File: config.mk
export PLATFORM = sky130hd
export DESIGN_NAME = debug_controller
export DESIGN_NICKNAME = d
export VERILOG_FILES = /design/src/rtl/debug_controller.sv
export SDC_FILE = /design/constraint.sdc
export NUM_CORES = 1
export LEC_CHECK = 0
export CAP_MARGIN = 5
export CELL_PAD_IN_SITES_DETAIL_PLACEMENT = 0
export CELL_PAD_IN_SITES_GLOBAL_PLACEMENT = 2
export CORE_UTILIZATION = 34
export DETAILED_ROUTE_END_ITERATION = 8
export PLACE_DENSITY_LB_ADDON = 0.1
export REMOVE_ABC_BUFFERS = 1
export SETUP_SLACK_MARGIN = 0.3
export SLEW_MARGIN = 20
export SYNTH_ARGS = -nofsm -noshare
export SYNTH_HDL_FRONTEND = slang
export SYNTH_SLANG_ARGS = --single-unit
File: constraint.sdc
create_clock -name clk_i -period 2.59 [get_ports clk_i]
set_input_delay 0.518 -clock clk_i [delete_from_list [all_inputs] [get_ports clk_i]]
set_output_delay 0.518 -clock clk_i [all_outputs]
set_load 0.01 [all_outputs]
File: src/rtl/debug_controller.sv
// rtl/debug_controller.sv - debug execution sequencer: decodes UART command bytes,
// gates/resets the core and sequences the state-dump handshake.
module debug_controller #(
    parameter logic [7:0]  CMD_RUN        = 8'h52,
    parameter logic [7:0]  CMD_STEP       = 8'h53,
    parameter logic [7:0]  CMD_STOP       = 8'h48,
    parameter logic [7:0]  CMD_RESET      = 8'h58,
    parameter int          RST_CYCLES     = 4,
    parameter logic [31:0] MAX_RUN_CYCLES = 32'd1_000_000
) (
    input  logic        clk_i,
    input  logic        rst_ni,
    input  logic [7:0]  rx_data_i,
    input  logic        rx_valid_i,
    output logic        core_en_o,
    output logic        core_rst_o,
    input  logic        core_halt_i,
    output logic        dump_trigger_o,
    output logic        dump_mem_mode_o,
    input  logic        dump_done_i,
    output logic        busy_o,
    output logic        halted_o,
    output logic        timeout_o,
    output logic [31:0] cycle_count_o
);

    typedef enum logic [2:0] {
        S_IDLE,
        S_RUN,
        S_STEP,
        S_DUMP,
        S_DUMP_RELEASE,
        S_CORE_RST
    } state_t;

    localparam int RCW = (RST_CYCLES > 1) ? $clog2(RST_CYCLES) : 1;

    state_t          state;
    logic [31:0]     cycle_count;
    logic [31:0]     watchdog;
    logic [RCW-1:0]  rst_cnt;
    logic            halted;
    logic            timeout;
    logic            mem_mode;

    logic            stop_req;
    logic            wd_expire;

    assign stop_req  = rx_valid_i && (rx_data_i == CMD_STOP);
    assign wd_expire = (watchdog == MAX_RUN_CYCLES - 32'd1);

    always_ff @(posedge clk_i or negedge rst_ni) begin
        if (!rst_ni) begin
            state       <= S_IDLE;
            cycle_count <= 32'd0;
            watchdog    <= 32'd0;
            rst_cnt     <= '0;
            halted      <= 1'b0;
            timeout     <= 1'b0;
            mem_mode    <= 1'b0;
        end else begin
            case (state)
                S_IDLE: begin
                    if (rx_valid_i) begin
                        if (rx_data_i == CMD_RUN && !halted) begin
                            state    <= S_RUN;
                            mem_mode <= 1'b1;
                            watchdog <= 32'd0;
                        end else if (rx_data_i == CMD_STEP && !halted) begin
                            state    <= S_STEP;
                            mem_mode <= 1'b0;
                        end else if (rx_data_i == CMD_RESET) begin
                            state       <= S_CORE_RST;
                            rst_cnt     <= RCW'(RST_CYCLES - 1);
                            halted      <= 1'b0;
                            timeout     <= 1'b0;
                            cycle_count <= 32'd0;
                            watchdog    <= 32'd0;
                        end
                    end
                end
                S_STEP: begin
                    cycle_count <= cycle_count + 32'd1;
                    if (core_halt_i) begin
                        halted <= 1'b1;
                    end
                    state <= S_DUMP;
                end
                S_RUN: begin
                    cycle_count <= cycle_count + 32'd1;
                    watchdog    <= watchdog + 32'd1;
                    // Every termination cause is latched, even when several coincide.
                    if (core_halt_i) begin
                        halted <= 1'b1;
                    end
                    if (wd_expire) begin
                        timeout <= 1'b1;
                    end
                    if (core_halt_i || stop_req || wd_expire) begin
                        state <= S_DUMP;
                    end
                end
                S_DUMP: begin
                    if (dump_done_i) begin
                        state <= S_DUMP_RELEASE;
                    end
                end
                S_DUMP_RELEASE: begin
                    // Wait for done to fall so a stale level cannot retrigger a dump.
                    if (!dump_done_i) begin
                        state <= S_IDLE;
                    end
                end
                S_CORE_RST: begin
                    if (rst_cnt == '0) begin
                        state <= S_IDLE;
                    end else begin
                        rst_cnt <= rst_cnt - 1'b1;
                    end
                end
                default: state <= S_IDLE;
            endcase
        end
    end

    assign core_en_o       = (state == S_RUN) || (state == S_STEP);
    assign core_rst_o      = (state == S_CORE_RST);
    assign dump_trigger_o  = (state == S_DUMP);
    assign busy_o          = (state != S_IDLE);
    assign dump_mem_mode_o = mem_mode;
    assign halted_o        = halted;
    assign timeout_o       = timeout;
    assign cycle_count_o   = cycle_count;

endmodule
==> out/results.ini <==
[routing]
viasPerCell = 5.629
post-route-drc-count = 5
post_drt_wl_per_cell_um = 16.72
dr.first_iter.drc_count = 228
drt-total-wl_mm = 11.62
drt_first_pass_iters = 6
antenna_violating_nets_post_route = 0
vias = 3912

[pwr]
power.ir.vdd_worst_uv = 478.3
p_leak_nw = 2.262
power.density_cell_area_mw_per_mm2 = 759.0
switching_share_pct = 35.10
power_report.internal_total_mw = 2.800
share_of_total_power_in_combinational_logic_pct = 36.5
power_after_layout_mw = 4.314
p_seq_share_pct = 33.5
p_clk_share_pct = 30.0
switching_power_mw = 1.514

[synthesis]
post_synth_instance_area_sq_mm = 0.004119
synthCells = 456
synth_top_cell_area_share_pct = 43.74
ys_ff_latch = 72
synth-async-reset-ratio_pct = 100.0
cell_types_occupying_the_most_area_after_synthesis = dfrtp_1 (44%), xnor2_1 (4.7%), o31ai_1 (4.6%), or4_1 (4.6%), a21oi_1 (4.5%)
synth_enable_flop_cells = 0
distinct_cell_type_count_after_synthesis = 48
synth_ff_type = dfrtp_1
synth_seq_area_share_pct = 43.74
synth.avg_cell_area_sq_um = 9.033
synth_largest_area_cell = dfrtp_1
synthesis.yosys.warnings = 0

[final_layout]
insertedDiodeCount = 0
finish.instance_area_sq_mm = 0.005683
layoutNonFillerInstCount = 695
proportion_of_layout_cells_with_a_drive_suffix_above_1_pct = 21.56
fin_nets = 564
fillers = 1098
layout-area-overhead-vs-synth_pct = 37.97

[sta]
timing_worst_slew_pin_value_ns = 0.7071
layout_min_cycle_time_ns = 2.278
worst_slew_margin_rel_pct = 52.43
fmax_mhz = 439.1
postLayoutSetupSlackWorst_ns = 0.3125
clock-skew-final_ns = 0.007614
timing.final.crit_share_pct = 87.94
report.final.hold_viol_count = 0
unrepaired_setup_endpoints_after_global_routing = yes
hold_ws_ns = 0.1525
timing_max_transition_violations_final = 0
setup_viol_count_final = 0

[clocking]
htree_levels = 3
tritoncts = done
cts_clk_pin_slew_worst_paths_ns = 0.06
cts-buffers-inserted = 9
clock_sink_count = 72
clkLatencyLatePin_ns = 0.34
clock_tree.buffer_depth = 2
cts_hold_buffers = 0
cts-root-buf = clkbuf_16

[floorplanning]
die_wd_um = 112.1
floorplan.die_area_sq_mm = 0.01256
num_rows = 39
fp.coreArea_sq_mm = 0.01161
dieHeight_um = 112.1
top_level_ports = 52
initial_utilization_pct = 35.47

[setup_path]
ff2ff_setup_slack_ns = 0.31
worstReg2RegEnd = state[2]
timing.reg2reg.worst_path_depth = 6
timing.critical_path.required_ns = 2.82
critPathTopFamily = simple AND/OR/NAND/NOR gates
timing.critical_path.cells = or4b_4, or4_4, nor4_4, buf_4, o21ai_1, mux2_2
timing.setup.critical_path_class = reg -> reg
crit_path_max_fanout = 4
critical_path_buf_inv_count = 1
slowest_delay_ns = 0.53
critical_path.startpoint_type = flop
crit_arrival_ns = 2.51
cp_slowest_cell = or4b_4
worst_setup_path_end_kind = flop
reg2reg_from = watchdog[21]

[global_route]
first_global_vias = 3738
grt.total_usage_pct = 19.30
globalRouteOverflowTotal = 0
antenna_found_initial = 0
grt_pass1_wl_mm = 19.22
grt_start_max_net_pins = 40

[outcome]
run_status = finished with violations
failed_checks = design-rule violations

[placement]
postPlaceCellArea_sq_mm = 0.005039
post-dp-hpwl_mm = 8.070
placed_cells = 660
detailedPlace.worstSlack_ns = -0.2143
finalWeightedCongestion = 0.8017
number_of_port_buffers = 51

[hold_path]
min_path_type = in -> async

[job]
max-cap-violations = 0

## state kept, by name, summed over array words and instances (netlist names)
signal and cells:
cycle_count_o 32, dump_mem_mode_o 1, halted_o 1, rst_cnt 2, state 3, timeout_o 1, watchdog 32
## stage by stage
step           TNS, ns  util (%)
4_1_cts              0     47.04
3_3_place_gp    -3.579     43.39
2_1_floorplan   -40.83         -
3_5_place_dp    -4.901     43.39
6_report             0     48.93
5_1_grt              0     48.93
## cell usage after synthesis, types with 6 or more instances
| master | n |
|---|---|
| nor4_1 | 19 |
| dfrtp_1 | 72 |
| nand4_1 | 16 |
| and4_1 | 6 |
| xnor2_1 | 22 |
| nand2_1 | 26 |
| or4_1 | 25 |
| clkbuf_1 | 16 |
| a21oi_1 | 37 |
| and3_1 | 6 |
| o31ai_1 | 25 |
| o21ai_0 | 21 |
| nor2_1 | 37 |
| nor3_1 | 8 |
| nor3b_1 | 6 |
| a31oi_1 | 6 |
| buf_2 | 7 |
| nand3_1 | 26 |
| inv_1 | 12 |
| or3_1 | 13 |
## timing repair
item                       CTS  global route
hold endpoints to repair     0             0
gates cloned                 0             1
buffers inserted            11             8
setup endpoints to repair   37            38
pin swaps                    8            21
gates resized for setup     13            37
## worst max path at each step
stage               cells past startpoint                 to  slack (ns)          from
detailed placement                      6  cycle_count_o[27]       -0.21  rx_data_i[3]
CTS                                     7  cycle_count_o[31]        0.27  rx_data_i[7]
finish                                  6           state[2]        0.31  watchdog[21]
global placement                        6  cycle_count_o[27]       -0.19  rx_data_i[3]
global route                            6           state[2]        0.23  watchdog[21]
floorplan                               5       watchdog[10]       -0.95      state[1]
## area by class of cell
cell class | instances | area, sq um | share of cell area [%]
clock inverters | 2 | 37.54 | 0.6605
inverters | 12 | 45.04 | 0.7926
multi-input cells | 345 | 2330 | 41.00
flip-flops and latches | 72 | 1808 | 31.81
repair buffers | 108 | 1013 | 17.83
clock buffers | 13 | 270.3 | 4.756
well taps | 143 | 178.9 | 3.148
## cells in the final DEF, fill, tap and decap left out, types with 3 or more instances in the layout
| cell type | synthesis | routed |
|---|---|---|
| dfrtp_1 | 72 | 67 |
| buf_4 | 0 | 50 |
| clkdlybuf4s50_1 | 0 | 42 |
| nor2_1 | 37 | 37 |
| a21oi_1 | 37 | 27 |
| nand2_1 | 26 | 26 |
| nand3_1 | 26 | 26 |
| o31ai_1 | 25 | 23 |
| xnor2_1 | 22 | 22 |
| or4_1 | 25 | 20 |
| o21ai_0 | 21 | 19 |
| nand4_1 | 16 | 16 |
| nor4_1 | 19 | 16 |
| inv_1 | 12 | 11 |
| or3_1 | 13 | 11 |
| a21oi_2 | 0 | 9 |
| clkbuf_16 | 0 | 9 |
| or4_4 | 2 | 7 |
| dlymetal6s2s_1 | 0 | 7 |
| nor3_1 | 8 | 6 |
| and3_1 | 6 | 6 |
| and4_1 | 6 | 6 |
| a31oi_1 | 6 | 6 |
| nor4b_1 | 5 | 5 |
| dfrtp_2 | 0 | 5 |
| buf_12 | 0 | 5 |
| nor3b_1 | 6 | 4 |
| nor4_2 | 1 | 3 |
| o211ai_1 | 3 | 3 |
| and2_1 | 3 | 3 |
| or2_2 | 3 | 3 |
| a22o_1 | 3 | 3 |
| ha_1 | 3 | 3 |
| clkbuf_8 | 0 | 3 |
## power by group through the flow
stage / logic, mW / registers [mW] / clock network (mW)
after CTS: 1.52 / 1.44 / 1.33
after floorplan: 0.725 / 1.47 / 0
final: 1.57 / 1.45 / 1.29
after detailed placement: 1.45 / 1.47 / 0
after global placement: 1.44 / 1.46 / 0
after global routing: 1.73 / 1.47 / 1.37
## cell families after synthesis
family	count (synthesis)	share of synthesized area (%)
AOI/OAI and AO/OA	108	16.65
xor gates and xnor gates	22	4.678
adders and majority gates	3	0.9114
buffers and inverters	39	3.797
DFF	72	43.74
muxes	3	0.7594
and+or+nand+nor	209	29.47
## metal layers
layer  global-route usage, %  wire [um]
met5                       0          0
met4                   5.689        161
met3                   5.022        380
met2                   32.88       5811
met1                   24.06       5267
No activity file was read; power rests on OpenSTA's default activity.
